## config.mk

```make
export PLATFORM = sky130hd
export DESIGN_NAME = i2c_init_sequencer
export DESIGN_NICKNAME = d
export VERILOG_FILES = /design/src/rtl/i2c_pkg.sv /design/src/rtl/i2c_init_rom.sv /design/src/rtl/i2c_init_sequencer.sv
export SDC_FILE = /design/constraint.sdc
export NUM_CORES = 1
export LEC_CHECK = 0
export ABC_AREA = 1
export CAP_MARGIN = 20
export CORE_MARGIN = 5
export CORE_UTILIZATION = 55
export CTS_CLUSTER_DIAMETER = 200
export DETAILED_ROUTE_END_ITERATION = 12
export PLACE_DENSITY = 0.85
export SLEW_MARGIN = 20
export SYNTH_ARGS = -nofsm -noshare
export SYNTH_HDL_FRONTEND = slang
export SYNTH_SLANG_ARGS = --single-unit
```

## constraint.sdc

```tcl
create_clock -name clk -period 4.7 [get_ports clk]
set_input_delay 0.94 -clock clk [delete_from_list [all_inputs] [get_ports clk]]
set_output_delay 0.94 -clock clk [all_outputs]
set_load 0.005 [all_outputs]
```

## src/rtl/i2c_pkg.sv

```systemverilog
// i2c_pkg: state encoding, table entry layout and default contents for the HDMI I2C init sequencer.
package i2c_pkg;
    typedef enum logic [3:0] {
        IDLE, POWERUP, FETCH, ISSUE, WAIT_XFER, GAP, DELAY, ADVANCE, DONE, FAIL
    } seq_state_t;
    typedef logic [255:0][15:0] table_t;
    localparam logic [7:0] DELAY_MARKER = 8'hFF;
    localparam int REG_LSB = 8;
    localparam int DATA_LSB = 0;
    localparam logic [6:0] DEFAULT_DEV_ADDR = 7'h39;
    // Unused slots hold zero-length delays so an oversized NUM_ENTRIES is harmless.
    function automatic table_t adv7513_table();
        table_t t;
        t = {256{16'hFF00}};
        t[0] = 16'h4110;
        t[1] = 16'hFF0A;
        t[2] = 16'h9803;
        t[3] = 16'h9AE0;
        t[4] = 16'h9C30;
        t[5] = 16'h9D61;
        t[6] = 16'hA2A4;
        t[7] = 16'hA3A4;
        t[8] = 16'hE0D0;
        t[9] = 16'hF900;
        t[10] = 16'h1500;
        t[11] = 16'h1630;
        t[12] = 16'h1702;
        t[13] = 16'h1846;
        t[14] = 16'hAF06;
        t[15] = 16'hBAA0;
        t[16] = 16'hD6C0;
        return t;
    endfunction
endpackage

```

## src/rtl/i2c_init_rom.sv

```systemverilog
// i2c_init_rom: synchronous-read init table, one cycle of read latency.
module i2c_init_rom
    import i2c_pkg::*;
#(
    parameter table_t TABLE = adv7513_table()
) (
    input  logic        clk,
    input  logic [7:0]  addr,
    output logic [15:0] data
);
    always_ff @(posedge clk) data <= TABLE[addr];
endmodule

```

## src/rtl/i2c_init_sequencer.sv

```systemverilog
// i2c_init_sequencer: walks the init table and issues each register write to the I2C engine,
// honouring delay entries and retrying NACKed writes.
module i2c_init_sequencer
    import i2c_pkg::*;
#(
    parameter logic [6:0]  DEV_ADDR             = DEFAULT_DEV_ADDR,
    parameter int unsigned NUM_ENTRIES          = 32,
    parameter int unsigned STARTUP_DELAY_CYCLES = 2_500_000,
    parameter int unsigned DELAY_UNIT_CYCLES    = 25_000,
    parameter int unsigned MAX_RETRIES          = 3,
    parameter int unsigned RETRY_GAP_CYCLES     = 2_500,
    parameter table_t      TABLE                = adv7513_table()
) (
    input  logic       clk,
    input  logic       reset,
    input  logic       start,
    output logic       cmd_valid,
    input  logic       cmd_ready,
    output logic [6:0] cmd_dev_addr,
    output logic [7:0] cmd_reg_addr,
    output logic [7:0] cmd_data,
    input  logic       xfer_done,
    input  logic       xfer_nack,
    output logic       busy,
    output logic       done,
    output logic       error,
    output logic [7:0] entry_idx
);
    localparam int unsigned DELAY_MAX = 255 * DELAY_UNIT_CYCLES;
    localparam int unsigned CNT_MAX_A = STARTUP_DELAY_CYCLES > DELAY_MAX ? STARTUP_DELAY_CYCLES : DELAY_MAX;
    localparam int unsigned CNT_MAX = CNT_MAX_A > RETRY_GAP_CYCLES ? CNT_MAX_A : RETRY_GAP_CYCLES;
    localparam int CNT_W = $clog2(CNT_MAX + 1);
    localparam int RET_W = MAX_RETRIES > 0 ? $clog2(MAX_RETRIES + 1) : 1;

    seq_state_t       state;
    logic [CNT_W-1:0] cnt;
    logic [31:0]      cnt_next;
    logic [RET_W-1:0] retries;
    logic [7:0]       delay_units;
    logic [7:0]       rom_addr;
    logic [15:0]      rom_q;
    logic [7:0]       rom_reg;
    logic [7:0]       rom_dat;

    // Look one entry ahead while advancing so the ROM word is ready during FETCH.
    assign rom_addr = state == ADVANCE ? entry_idx + 8'd1 : entry_idx;
    assign rom_reg = rom_q[REG_LSB +: 8];
    assign rom_dat = rom_q[DATA_LSB +: 8];
    assign cnt_next = 32'(cnt) + 32'd1;
    assign cmd_dev_addr = DEV_ADDR;

    i2c_init_rom #(.TABLE(TABLE)) u_rom (
        .clk  (clk),
        .addr (rom_addr),
        .data (rom_q)
    );

    always_ff @(posedge clk) begin
        if (reset) begin
            state        <= IDLE;
            cmd_valid    <= 1'b0;
            busy         <= 1'b0;
            done         <= 1'b0;
            error        <= 1'b0;
            entry_idx    <= '0;
            cmd_reg_addr <= '0;
            cmd_data     <= '0;
            cnt          <= '0;
            retries      <= '0;
            delay_units  <= '0;
        end else begin
            case (state)
                IDLE, DONE, FAIL: if (start) begin
                    state     <= POWERUP;
                    busy      <= 1'b1;
                    done      <= 1'b0;
                    error     <= 1'b0;
                    entry_idx <= '0;
                    cnt       <= '0;
                    retries   <= '0;
                end
                POWERUP: if (cnt_next >= STARTUP_DELAY_CYCLES) begin
                    state <= FETCH;
                    cnt   <= '0;
                end else cnt <= cnt_next[CNT_W-1:0];
                FETCH: if (rom_reg == DELAY_MARKER) begin
                    state       <= DELAY;
                    delay_units <= rom_dat;
                end else begin
                    state        <= ISSUE;
                    cmd_valid    <= 1'b1;
                    cmd_reg_addr <= rom_reg;
                    cmd_data     <= rom_dat;
                end
                ISSUE: if (cmd_ready) begin
                    state     <= WAIT_XFER;
                    cmd_valid <= 1'b0;
                end
                WAIT_XFER: if (xfer_done) begin
                    if (!xfer_nack) begin
                        state   <= ADVANCE;
                        retries <= '0;
                    end else if (32'(retries) < MAX_RETRIES) begin
                        state   <= GAP;
                        retries <= retries + 1'b1;
                    end else begin
                        state <= FAIL;
                        busy  <= 1'b0;
                        error <= 1'b1;
                    end
                end
                GAP: if (cnt_next >= RETRY_GAP_CYCLES) begin
                    state     <= ISSUE;
                    cmd_valid <= 1'b1;
                    cnt       <= '0;
                end else cnt <= cnt_next[CNT_W-1:0];
                DELAY: if (cnt_next >= 32'(delay_units) * DELAY_UNIT_CYCLES) begin
                    state <= ADVANCE;
                    cnt   <= '0;
                end else cnt <= cnt_next[CNT_W-1:0];
                ADVANCE: if (entry_idx == 8'(NUM_ENTRIES - 1)) begin
                    state <= DONE;
                    busy  <= 1'b0;
                    done  <= 1'b1;
                end else begin
                    state     <= FETCH;
                    entry_idx <= entry_idx + 8'd1;
                end
                default: state <= IDLE;
            endcase
        end
    end
endmodule

```

======== Yosys cells after proc, flatten, opt, wreduce, memory -nomap -nowiden ========
Memories as Yosys holds them, arrays and structs flattened. A register that Yosys moved wholly into a read port is not among the register bits.
Index checks and enable logic that the tools add are counted.
word-level totals
  register bits after elaboration ......... 65
  memory bits (read-only) ................. 4096
  input bits .............................. 6
  output and inout port bits .............. 35
  word-level logic and storage cells ...... 103
  memories kept ........................... 1
memories
  name              depth  width  read ports  clocked after Yosys merged registers in  wr ports  line                RTL
  (name not given)  256    16     1           1                                        0         i2c_init_rom.sv:11  always_ff @(posedge clk) data <= TABLE[addr];
operators by class
  $add $sub $neg .......................... 3
  multipliers ............................. 1
  $lt $le $gt $ge ......................... 4
  equal/unequal tests ..................... 23
  mux-type cells .......................... 42
  bitwise operators ....................... 1
  reductions and logical operators ........ 17
operators by type and width
  kind                                                   number
  two-way mux 23 bit                                     4
  one-hot mux 23 bit (4 select lines)                    1
  two-way mux 4 bit                                      9
  one-hot mux 4 bit (8 select lines)                     1
  adder 23 x 1 -> 24 bit, second input constant          1
  >= comparator 24 x 12 -> 1 bit, second input constant  1
  >= comparator 24 x 22 -> 1 bit, second input constant  1
  >= comparator 24 x 23 -> 1 bit                         1
  two-way mux 8 bit                                      3
  multiplier 8 x 12 -> 20 bit, second input constant     1
  != test 2 bit, second input constant                   10
  equality test 4 x 3 -> 1 bit, second input constant    4
  one-hot mux 8 bit (2 select lines)                     1
  two-way mux 1 bit                                      13
  AND reduction 6 bit                                    2
  adder 8 x 1 -> 8 bit, second input constant            1
  equality test 4 x 2 -> 1 bit, second input constant    2
  equality test 4 bit, second input constant             2
  equality test 8 x 5 -> 1 bit, second input constant    1
  equality test 8 bit, second input constant             1
  two-way mux 2 bit                                      4
  AND reduction 4 bit                                    2
  one-hot mux 1 bit (3 select lines)                     2
  AND reduction 2 bit                                    3
  16 further kinds                                       20

======== Depth between registers and ports, before layout ========
Gate-level depths: netlist of run 1.
  depth in word-level cells ............... 5
  depth in mapped cells ................... 31
  gate-level depth less buffers ........... 30

======== By module ========
Synthesis of run 1 repeated with hierarchy kept, for this count alone.
second synthesis, totals
  cell total of the unflattened synthesis .. 984
  area, all modules ....................... 6647.6 um^2
modules (own cells, without submodules)
  module              times used  cells an instance  area an instance (um^2)  seq. area each (um^2)
  i2c_init_sequencer  1           869                5789.3                   1301.2
  i2c_init_rom        1           115                858.3                    320.3

======== Worst setup path after synthesis of run 1 ========
OpenSTA, ideal clock, no wires.
  path type ............................... flip-flop to flip-flop
  start point ............................. reg delay_units[2]
  end point ............................... reg cnt[10]
  arrival ................................. 4869 ps
  required time ........................... 4591 ps
  path slack .............................. -278 ps
  cell stages (with the launch flop) ...... 29
  path buffers ............................ 1
  period minus slack after synthesis ...... 4978 ps
  cells stage by stage .................... dfxtp_1 ha_1 ha_1 inv_1 fa_1 inv_1 fa_1 ha_1 a21oi_1 and2_1 inv_1 a21oi_1 o21ai_0 a21oi_1 o21bai_1 xnor2_1 ha_1 nand2_1 nor3b_1 nand4_1 nor3_1 nor2_4 buf_2 nand4_1 nand2_1 inv_1 nand3_1 nand2_1 inv_1
between the ends
  word-level cells in the longest chain between the ends .. 4
RTL lines
  what                                 line                       RTL
  start: declaration                   i2c_init_sequencer.sv:39   logic [7:0] delay_units;
  start signal: assignment             i2c_init_sequencer.sv:88   delay_units <= rom_dat;
  multiplier 8 x 12 -> 20 bit          i2c_init_sequencer.sv:117  DELAY: if (cnt_next >= 32'(delay_units) * DELAY_UNIT_CYCLES) begin
  >= comparator 24 x 23 -> 1 bit       i2c_init_sequencer.sv:117
  two-way mux 23 bit                   i2c_init_sequencer.sv:117
  one-hot mux 23 bit (4 select lines)  i2c_init_sequencer.sv:72   case (state)
  end signal: assignment               i2c_init_sequencer.sv:85   end else cnt <= cnt_next[CNT_W-1:0];
  end signal: assignment               i2c_init_sequencer.sv:116  end else cnt <= cnt_next[CNT_W-1:0];
  end signal: assignment               i2c_init_sequencer.sv:120  end else cnt <= cnt_next[CNT_W-1:0];
  end: declaration                     i2c_init_sequencer.sv:36   logic [CNT_W-1:0] cnt;
No other way between the ends.
A chain may end at the register's enable or synchronous reset.

======== Worst setup path in the final report of run 1 ========
  start point ............................. reg delay_units[6]
  end point ............................... reg cnt[4]
The elaborated chain is that of the path after synthesis.

==> run_results.csv, run 1 <==
group,metric,value,unit
worst_setup_path,r2r_slack,-0.38,ns
yosys,yosysTopAreaCell,"dfxtp_1",
detailed_routing,routed_wl,21000,um
worst_setup_path,max_stage_delay,0.65,ns
cts,h-tree-depth,3,
global_route,grt_max_degree,52,
detailed_routing,vias_per_cell,5.68,
cts,insertion_delay,0.35,ns
pwr,ir_drop,0.282,mV
yosys,synth_common_cells,"nand2_1, inv_1, nor2_1, ha_1, dfxtp_1",
timing,post-route-period-util,1.08,
cts,postCtsHoldBufs,0,
timing,max_freq,0.197,GHz
worst_setup_path,crit_type,"flop to flop",
yosys,ys.warnings.count,0,
global_route,grt_overflow,0,
floorplan,core,13200,sq um
floorplan,dieArea,16000,sq um
place,place.gp.congestion,0.986,
hold_path,hold_path_class,"flop to flop",
outcome,violations,"negative setup slack",
cts,cts_root_buf,"clkbuf_16",
job,drv_cap,0,
cts,cts_buffer_depth,2,
global_route,grt_pass1_vias,7291,
yosys,syn_inst,1111,
detailed_routing,first_pass_iters,6,
timing,setup_ws,-0.379,ns
final_layout,fin_nets,1283,
cts,cts.sinks,81,
yosys,ys_seq_area_frac,0.218,
timing,fin_crit,5.08,ns
timing,max-slew-margin-rel,0.289,
timing,hold_viol_final,0,
detailed_routing,ant_nets,0,
yosys,synth-edff-count,0,
detailed_routing,routedWlPerCell,15.5,um
yosys,synth_ff_type,"dfxtp_1",
floorplan,fp.dieW,126,um
yosys,yosysUniqueCellTypes,49,
timing,tightest_slew,1.07,ns
pwr,power.density,289,nW/um^2
pwr,power.total,2550,uW
detailed_routing,vias,7729,
yosys,post-synth-top-count-cell,"nand2_1",
final_layout,regArea,1630,sq um
worst_setup_path,cp-start-kind,"flop",
yosys,syn_avg_cell_area,6.70,sq um
yosys,synthTopCellsByArea,"dfxtp_1, ha_1, nand2_1, inv_1, nor2_1",
final_layout,fillCellCount,1102,
detailed_routing,drcViolationCount,0,
worst_setup_path,crit_required,5.00,ns
worst_setup_path,worstPathArrival,5.38,ns
worst_setup_path,crit_start,"delay_units[6]",
floorplan,chipHeight,126,um
timing,setup_viol,27,
hold_path,min_from,"retries[1]",
cts,numCtsBuffers,9,
worst_setup_path,r2r_start,"delay_units[6]",
place,io_buffers,33,
global_route,grt_pass1_wl,34000,um
yosys,synth_top_area_frac,0.218,
yosys,synth_area,7440,sq um
timing,rsz0062_at_grt,"yes",
pwr,p_leak,0.00445,uW
cts,clkSlewWorstSetupHoldPaths,0.07,ns
outcome,status,"complete, but fails checks",
worst_setup_path,crit_path_end_kind,"flop",
floorplan,start_util,0.562,
final_layout,drive_above_1_share,0.166,
yosys,synth-async-reset-ratio,0,
final_layout,diodes,0,
final_layout,multiInputGateArea,5280,sq um
place,placed_cells,1332,
floorplan,io_pins,41,
global_route,grtUsageTotal,0.255,
cts,cts_tree,"built",
worst_setup_path,path_max_fanout,5,
place,dp_hpwl,15000,um
final_layout,final_util,0.667,
timing,fin_skew,0.00463,ns
global_route,grt_antenna_before_repair,0,
final_layout,syn2layout_area_growth,18.6,%
worst_setup_path,critPathSlowestCell,"fa_1",
floorplan,rows,42,
yosys,yosys_register_bits,81,
place,pre_cts_ws,-0.307,ns
timing,setup_tns,-8.14,ns
timing,slew_viol_final,0,
worst_setup_path,crit_top_cell,"inv_1",
detailed_routing,first_iter_violations,880,
final_layout,final_cells,1360,
## critical path, delay by kind of cell (launching register included)
| kind | cells | cell delay, ns |
|---|---|---|
| adder cells (fa/ha/maj) | 6 | 2.08 |
| XOR/XNOR | 1 | 0.12 |
| buffers and inverters | 7 | 0.61 |
| AO/OA/AOI/OAI | 5 | 0.80 |
| AND/OR/NAND/NOR | 11 | 1.04 |
| flip-flops | 1 | 0.35 |
## final timing paths
kind                      to  cells past startpoint
hold / removal    retries[1]                      2
setup reg to reg      cnt[4]                     30
hold reg to reg   retries[1]                      2
setup / recovery      cnt[4]                     30
## metrics by stage
stage	hold slack (ns)	instance area [sq um]
3_5_place_dp	0.459	8180
4_1_cts	0.476	8710
3_3_place_gp	0.449	8180
6_report	0.471	8830
5_1_grt	0.509	8830
2_1_floorplan	0.449	7500
## cell type report
| class | instances | share of cell area |
|---|---|---|
| repair buffers | 89 | 0.0910 |
| multi-input cells | 839 | 0.598 |
| clock buffers | 9 | 0.0255 |
| clock inverters | 7 | 0.00836 |
| well taps | 176 | 0.0249 |
| inverters | 159 | 0.0677 |
| flip-flops and latches | 81 | 0.184 |
## registers in the layout, summed over array words and instances (netlist names), 2 cells and up
signal        cells
state             4
cmd_data          8
retries           2
u_rom.data       16
delay_units       8
cnt              23
cmd_reg_addr      8
entry_idx         8
## layer usage
layer,global-route usage,share of wire,vias up,routed length (um)
met5,0,0,-,0
met4,0.119,0.044,0,923
met3,0.0378,0.060,90,1260
met2,0.452,0.50,336,10500
met1,0.303,0.40,3542,8310
li1,-,-,3761,-
## timing repair
| item | in CTS | in global routing |
|---|---|---|
| endpoints found under the setup margin | 27 | 27 |
| hold endpoints to repair | 0 | 0 |
| pin swaps | 35 | 13 |
| setup buffers | 6 | 5 |
| gates cloned | 1 | 0 |
| resized for setup | 29 | 19 |
## cell usage in the layout, fill, tap and decap left out, types with 3 or more instances in the layout
cell type        count
nand2_2             20
nand4_1             69
buf_4               51
dfxtp_2              3
nor2_1             130
conb_1               7
ha_1                76
nand2_1            235
o211ai_1             3
fa_1                12
ha_4                 9
xnor2_1              4
a21oi_1             38
clkdlybuf4s50_1     33
dfxtp_1             77
clkbuf_16            9
inv_8                3
o21ai_0             47
o21bai_1             6
nand3_1             73
or2_2                5
nor2_2              17
a211oi_1             4
nand3_2              9
inv_1              143
nor3_1               5
inv_2               14
o21a_1               4
nor2_4              11
a21oi_2              8
xor2_1              10
nand2_4              4
o21ai_2              3
## kinds of logic (layout without fill, tap and decap cells)
| family | after synthesis | after routing | share of synthesized area |
|---|---|---|---|
| AND/OR/NAND/NOR | 593 | 593 | 0.380 |
| buffers and inverters | 196 | 264 | 0.110 |
| AO/OA/AOI/OAI | 124 | 124 | 0.0936 |
| adder cells (fa/ha/maj) | 98 | 98 | 0.177 |
| flip-flops | 81 | 81 | 0.218 |
| XOR/XNOR | 17 | 17 | 0.0210 |
| other | 2 | 7 | 0.00101 |
## where the power goes
group / total, uW / internal, uW / switching, uW
registers: 926 / 823 / 104
clock network: 707 / 375 / 333
logic: 915 / 341 / 575
total: 2550 / 1540 / 1010
(Power assumes the default switching activity.)
==> inputs of run 2 (changes only) <==
--- a/config.mk
+++ b/config.mk
@@ -11,6 +11,7 @@
 export CORE_UTILIZATION = 55
 export CTS_CLUSTER_DIAMETER = 200
 export DETAILED_ROUTE_END_ITERATION = 12
+export HOLD_SLACK_MARGIN = 0.1
 export PLACE_DENSITY = 0.85
 export SLEW_MARGIN = 20
 export SYNTH_ARGS = -nofsm -noshare
==> results of run 2 <==
Same layout as run 1: the final DEF is identical, and so are final timing and power.
